$ cat src/rtl/shift_credit_buffer.sv
// Credit-gated issue into a non-stallable fixed-latency shifter.
// Results return into a show-ahead FIFO with a valid/ready output handshake.
module shift_credit_buffer #(
  parameter int WIDTH = 32,
  parameter int DEPTH = 4,
  parameter int CNT_W = 3
) (
  input  logic             clk,
  input  logic             reset,
  input  logic             in_valid,
  output logic             in_ready,
  output logic             issue,
  input  logic             res_valid,
  input  logic [WIDTH-1:0] res_data,
  output logic             out_valid,
  input  logic             out_ready,
  output logic [WIDTH-1:0] out_data,
  output logic [CNT_W-1:0] count,
  output logic [CNT_W-1:0] inflight,
  output logic             err_overflow,
  output logic             err_spurious
);
  localparam int PTR_W = $clog2(DEPTH);
  localparam logic [CNT_W-1:0] DEPTH_CNT = CNT_W'(DEPTH);
  localparam logic [CNT_W:0]   DEPTH_OCC = (CNT_W+1)'(DEPTH);
  localparam logic [CNT_W-1:0] ONE_CNT   = CNT_W'(1);
  localparam logic [CNT_W-1:0] ZERO_CNT  = {CNT_W{1'b0}};
  localparam logic [PTR_W-1:0] ONE_PTR   = PTR_W'(1);
  localparam logic [PTR_W-1:0] ZERO_PTR  = {PTR_W{1'b0}};

  logic [WIDTH-1:0] mem_r [DEPTH];
  logic [PTR_W-1:0] rd_ptr_r;
  logic [PTR_W-1:0] wr_ptr_r;
  logic [CNT_W-1:0] count_r;
  logic [CNT_W-1:0] inflight_r;
  logic             ovf_r;
  logic             spur_r;
  logic [CNT_W:0]   occ_s;
  logic             full_s;
  logic             push_s;
  logic             pop_s;
  logic             dec_s;

  // Credit check and FIFO handshake decode; one extra bit keeps the occupancy sum from wrapping
  always_comb begin
    occ_s     = {1'b0, inflight_r} + {1'b0, count_r};
    in_ready  = (occ_s < DEPTH_OCC);
    issue     = in_valid & in_ready;
    full_s    = (count_r == DEPTH_CNT);
    out_valid = (count_r != ZERO_CNT);
    pop_s     = out_valid & out_ready;
    push_s    = res_valid & (~full_s | pop_s);
    dec_s     = res_valid & (inflight_r != ZERO_CNT);
    out_data  = mem_r[rd_ptr_r];
  end

  // Result storage, deliberately left unreset
  always_ff @(posedge clk) begin
    if (push_s && !reset) begin
      mem_r[wr_ptr_r] <= res_data;
    end
  end

  // Pointers, occupancy, in-flight tracking and sticky error flags
  always_ff @(posedge clk) begin
    if (reset) begin
      rd_ptr_r   <= ZERO_PTR;
      wr_ptr_r   <= ZERO_PTR;
      count_r    <= ZERO_CNT;
      inflight_r <= ZERO_CNT;
      ovf_r      <= 1'b0;
      spur_r     <= 1'b0;
    end else begin
      if (push_s) begin
        wr_ptr_r <= wr_ptr_r + ONE_PTR;
      end
      if (pop_s) begin
        rd_ptr_r <= rd_ptr_r + ONE_PTR;
      end
      case ({push_s, pop_s})
        2'b10:   count_r <= count_r + ONE_CNT;
        2'b01:   count_r <= count_r - ONE_CNT;
        default: count_r <= count_r;
      endcase
      // A spurious result never decrements, so inflight cannot underflow
      case ({issue, dec_s})
        2'b10:   inflight_r <= inflight_r + ONE_CNT;
        2'b01:   inflight_r <= inflight_r - ONE_CNT;
        default: inflight_r <= inflight_r;
      endcase
      if (res_valid && full_s && !pop_s) begin
        ovf_r <= 1'b1;
      end
      if (res_valid && (inflight_r == ZERO_CNT)) begin
        spur_r <= 1'b1;
      end
    end
  end

  assign count        = count_r;
  assign inflight     = inflight_r;
  assign err_overflow = ovf_r;
  assign err_spurious = spur_r;

endmodule

$ cat config.mk
export PLATFORM = sky130hd
export DESIGN_NAME = shift_credit_buffer
export DESIGN_NICKNAME = d
export VERILOG_FILES = /design/src/rtl/shift_credit_buffer.sv
export SDC_FILE = /design/constraint.sdc
export NUM_CORES = 1
export LEC_CHECK = 0
export BUFFER_PORTS_ARGS = -buffer_cell sky130_fd_sc_hd__buf_2
export CAP_MARGIN = 20
export CORE_MARGIN = 2
export CORE_UTILIZATION = 59
export CTS_BUF_LIST = sky130_fd_sc_hd__clkbuf_4
export DETAILED_ROUTE_END_ITERATION = 16
export PLACE_DENSITY = 0.78
export SKIP_LAST_GASP = 1
export SLEW_MARGIN = 5
export SYNTH_ARGS = -nofsm -noshare
export SYNTH_HDL_FRONTEND = slang
export SYNTH_SLANG_ARGS = --single-unit
$ cat constraint.sdc
create_clock -name clk -period 3.6 [get_ports clk]
set_input_delay 0.36 -clock clk [delete_from_list [all_inputs] [get_ports clk]]
set_output_delay 0.36 -clock clk [all_outputs]
set_load 0.02 [all_outputs]
* Word-level counts from Yosys, hierarchy flattened
Memory sizes are Yosys's and may differ from the RTL's. A register that Yosys moved wholly into a read port is not among the register bits.
Cells that the tools add are included.
** Word-level totals
- Logic and storage cells :: 43
- Memories :: 1
- RAM bits :: 128
- Bits in registers :: 12
- Output and inout bits :: 43
- Input bits :: 37
** Operators by class
- Reduce and logical (&&, ||, !) cells :: 11
- Bitwise logic cells :: 6
- Equality and inequality tests :: 5
- Multiplexer cells :: 6
- $add $sub $neg :: 7
- $lt $le $gt $ge :: 1
** Memory list
- mem_r :: words 4, bits a word 32, rd ports 1, clocked after Yosys merged registers in 1, write ports 1, line 31 : logic [WIDTH-1:0] mem_r [DEPTH];
** Operator list (count)
- 3-bit case mux with 2 select lines :: 2
- 3-bit by 1-bit adder with 3-bit output (second input constant) :: 2
- 3-bit nonzero test :: 2
- 3-bit by 1-bit subtractor with 3-bit output (second input constant) :: 2
- 2-bit by 1-bit adder with 2-bit output (second input constant) :: 2
- 3-bit by 3-bit adder with 4-bit output :: 1
- 1-bit AND :: 4
- 2-bit by 1-bit == test with 1-bit output (second input constant) :: 2
- 2-bit == test (second input constant) :: 2
- 1-bit logical AND :: 4
- 4-bit by 3-bit less-than comparator with 1-bit output (second input constant) :: 1
- 2-bit 2-to-1 mux :: 2
- 2-bit nonzero test :: 2
- 3-bit == test (second input constant) :: 1
- 3-bit zero test :: 1
- 1-bit zero test :: 2
- 1-bit 2-to-1 mux :: 2
- 1-bit inverter :: 1
- 1-bit bitwise OR :: 1

* Longest topological paths before layout
- Depth after elaboration :: 7
- Depth in mapped cells :: 10
- Mapped depth without buffers :: 10

* Worst setup path after synthesis
OpenSTA, ideal clock, no wires.
- Kind :: flip-flop to flip-flop
- From :: register count_r[1], in the netlist count[1]
- To :: register inflight_r[2], in the netlist inflight[2]
- Path buffers :: 0
- Setup time :: 0.071 ns
- Data required time :: 3.529 ns
- Stages on the path, launching flop included :: 11
- Arrival :: 2.581 ns
- Setup slack :: 0.948 ns
- Path through :: dfxtp_1 ha_1 and3_1 nor4_2 nand2_1 ha_1 inv_1 fa_1 xor2_1 or3_1 a21oi_1
** On the way
- Cells in the longest elaborated chain, start to end :: 5
- Elaborated cells on any way between the ends :: 7
** RTL lines
- start: declaration :: line 34 : logic [CNT_W-1:0] count_r;
- start signal: assignment :: line 81 : 2'b10: count_r <= count_r + ONE_CNT;
- start signal: assignment :: line 82 : 2'b01: count_r <= count_r - ONE_CNT;
- start signal: assignment :: line 83 : default: count_r <= count_r;
- 3-bit by 3-bit adder with 4-bit output * :: line 46 : occ_s = {1'b0, inflight_r} + {1'b0, count_r};
- 4-bit by 3-bit less-than comparator with 1-bit output * :: line 47 : in_ready = (occ_s < DEPTH_OCC);
- named net in_ready :: line 11 : output logic in_ready,
- 1-bit AND * :: line 48 : issue = in_valid & in_ready;
- 2-bit by 1-bit == test with 1-bit output or 2-bit == test (tied branches) :: line 86 : case ({issue, dec_s})
- 3-bit case mux with 2 select lines or 2-bit nonzero test (tied branches)
- end signal: assignment :: line 87 : 2'b10: inflight_r <= inflight_r + ONE_CNT;
- end signal: assignment :: line 88 : 2'b01: inflight_r <= inflight_r - ONE_CNT;
- end signal: assignment :: line 89 : default: inflight_r <= inflight_r;
- end: declaration :: line 35 : logic [CNT_W-1:0] inflight_r;
Mark *: on every way through the listed nets, which the timed path passes. The rest lies on a longest branch.
A chain may end at the register's enable or synchronous reset.

==> results_dict.tcl <==
set metrics [dict create \
    cp.required_ps 3240 \
    seq_area_frac_synth 0.746 \
    first_pass_iters 4 \
    synth_edf_count 128 \
    final-instance-count-excl-fill 474 \
    ys_types 34 \
    wl_um 9140 \
    syn_inst 262 \
    core_mm2 0.00915 \
    period_share 0.736 \
    grt_overflow 0 \
    grt_pass1_vias 2675 \
    synth_top_family_by_area "multiplexers" \
    clk_latency_ps 500 \
    via_per_inst 5.66 \
    die_width_um 101 \
    post_synth.cell_area_avg_um2 21.1 \
    netlist_area_mm2 0.00553 \
    ys_ff_latch 142 \
    power_density_mw_per_mm2 553 \
    drtAntennaViolNets 0 \
    cts_max_level 4 \
    fin_hold_ws_ps 58.4 \
    cp-end-kind "output port" \
    post_drt_wl_per_cell_um 19.3 \
    antenna_found_initial 0 \
    dp.cells 442 \
    ys_warn_count 0 \
    gp_congestion 0.743 \
    drt_iter0_drc 101 \
    crit_type "flip-flop to output port" \
    clock_sinks 142 \
    drv_slew 0 \
    grt_pass1_wl_um 13800 \
    drive_gt1_frac 0.394 \
    critical_path.max_fanout 17 \
    numCtsBuffers 17 \
    clkTransAtPathRegs_ps 140 \
    die_y_um 101 \
    run_status "completed" \
    synth.area.mux_share 0.139 \
    synth_common_cells "128 x edfxtp_1, 20 x mux4_2, 14 x dfxtp_1" \
    ctsHoldBuffers 0 \
    p_leak_nw 2.18 \
    ir_drop_mv 0.273 \
    yosysTopAreaCellShare 0.696 \
    rsz0062_at_grt "no" \
    final_hold_viol_count 0 \
    async_flop_share 0 \
    clk_path_buf_depth 2 \
    root_buffer "clkbuf_4" \
    port_buffers 79 \
    yosysMostFrequentCell "edfxtp_1" \
    rows 35 \
    cts_tree "yes" \
    maxCapViolCount 0 \
    fp.dieArea_mm2 0.0102 \
    synth_largest_area_cell "edfxtp_1" \
    place_hpwl_um 5510 \
    cts_resized 0 \
    start_util 0.604 \
    setup-violations-final 0 \
    grt_start_max_net_pins 33 \
    grt_usage 0.188 \
    cp-start-kind "flip-flop" \
    syn_nets 308 \
    power_mw 3.46 \
    period_minus_slack_ps 2650 \
    slew_headroom 0.401 \
    ios 80 \
    yosys.area_share.xor_xnor 0.00951 \
    synth_compound_area_frac 0.0211 \
    crit_arrival_ps 2290 \
    setup_tns_ps 0 \
    insertedDiodeCount 0 \
    post_synth_main_area_contributors "edfxtp_1 70%, mux4_2 8.2%, mux4_1 5.7%" \
    postPlaceCellArea_mm2 0.00599 \
    drcViolationCount 0 \
    post-cts-setup-buffers 0 \
    hold_path_class "input pin to flip-flop" \
    synth-adder-area-share 0.0231 \
    clock_skew_ps 20.0 \
    syn2layout_area_growth_pct 13.3 \
    design_area_mm2 0.00626 \
    tightest_slew_ps 899 \
    synth_ff_type "edfxtp_1" \
    clock.fmax_mhz 377 \
    vias 2684 \
    nets 396 \
    synthSimpleGateAreaFrac 0.0385 \
]
==> power by group <==
group	leakage (nW)	internal, mW	switching [mW]
Combinational	0.764	0.248	0.323
Clock	0.140	0.362	0.595
Sequential	1.28	1.86	0.0704
==> state kept, by name (all words and copies together) (netlist names), named ones only <==
signal	cells
count	3
err_overflow	1
err_spurious	1
inflight	3
mem_r	128
rd_ptr_r	2
wr_ptr_r	2
==> cells by family after synthesis <==
logic type      after synthesis
flops                       142
simple gates                 34
mux                          32
buf+inv                      21
compound gates               18
fa+ha+maj                     9
xor+xnor                      6
==> stage by stage <==
stage,worst slack [ps],util
after floorplan,948,-
after global placement,1340,0.654
after detailed placement,1250,0.654
after CTS,857,0.684
after global routing,795,0.684
final,949,0.684
==> placed cells by master (no fill, tap or decap), drive strengths merged, types with 2 or more instances in the layout <==
cell / Yosys / final
or3: 4 / 4
dfxtp: 14 / 14
mux4: 32 / 32
o31ai: 2 / 2
clkinv: 0 / 6
nor2: 12 / 12
edfxtp: 128 / 128
a21oi: 6 / 6
nor3: 2 / 2
ha: 7 / 7
clkbuf: 1 / 18
xor2: 6 / 6
nand3b: 2 / 2
nand3: 3 / 3
buf: 11 / 81
and2: 5 / 5
inv: 9 / 13
clkinvlp: 0 / 3
o2111ai: 2 / 2
fa: 2 / 2
o21ai: 3 / 3
==> metal layers <==
metal	track usage	vias to the layer above	wire, um
li1	-	1257	-
met3	0.0520	10	354
met5	0	-	0
met2	0.297	58	4510
met1	0.252	1359	4170
met4	0.0759	0	109
==> final cells by class <==
class                      instances  area [um2]
tap                              111         139
fill                             603        2890
timing repair buffer              81         410
multi-input combinational         99        1280
inverter                           9        33.8
sequential                       142        4130
clock buffer                      18         135
clock inverter                    14         136
==> path summary, 6_finish.rpt <==
check | start | endpoint | slack, ps | cells past startpoint
setup / recovery | flip-flop | out_data[3] | 950 | 3
hold / removal | res_data[16] | mem_r[0][16]$_DFFE_PP_ | 60 | 1
setup reg to reg | count[1]$_SDFFE_PP0P_ | inflight[2]$_SDFFE_PP0P_ | 1190 | 10
hold reg to reg | err_spurious$_SDFFE_PP0P_ | err_spurious$_SDFFE_PP0P_ | 490 | 2
==> critical path, stage by stage, from the launching register on <==
cell and delay, ps:
dfxtp_2 700, buf_4 330, mux4_1 590, buf_2 180
No activity file was read; power rests on OpenSTA's default activity.
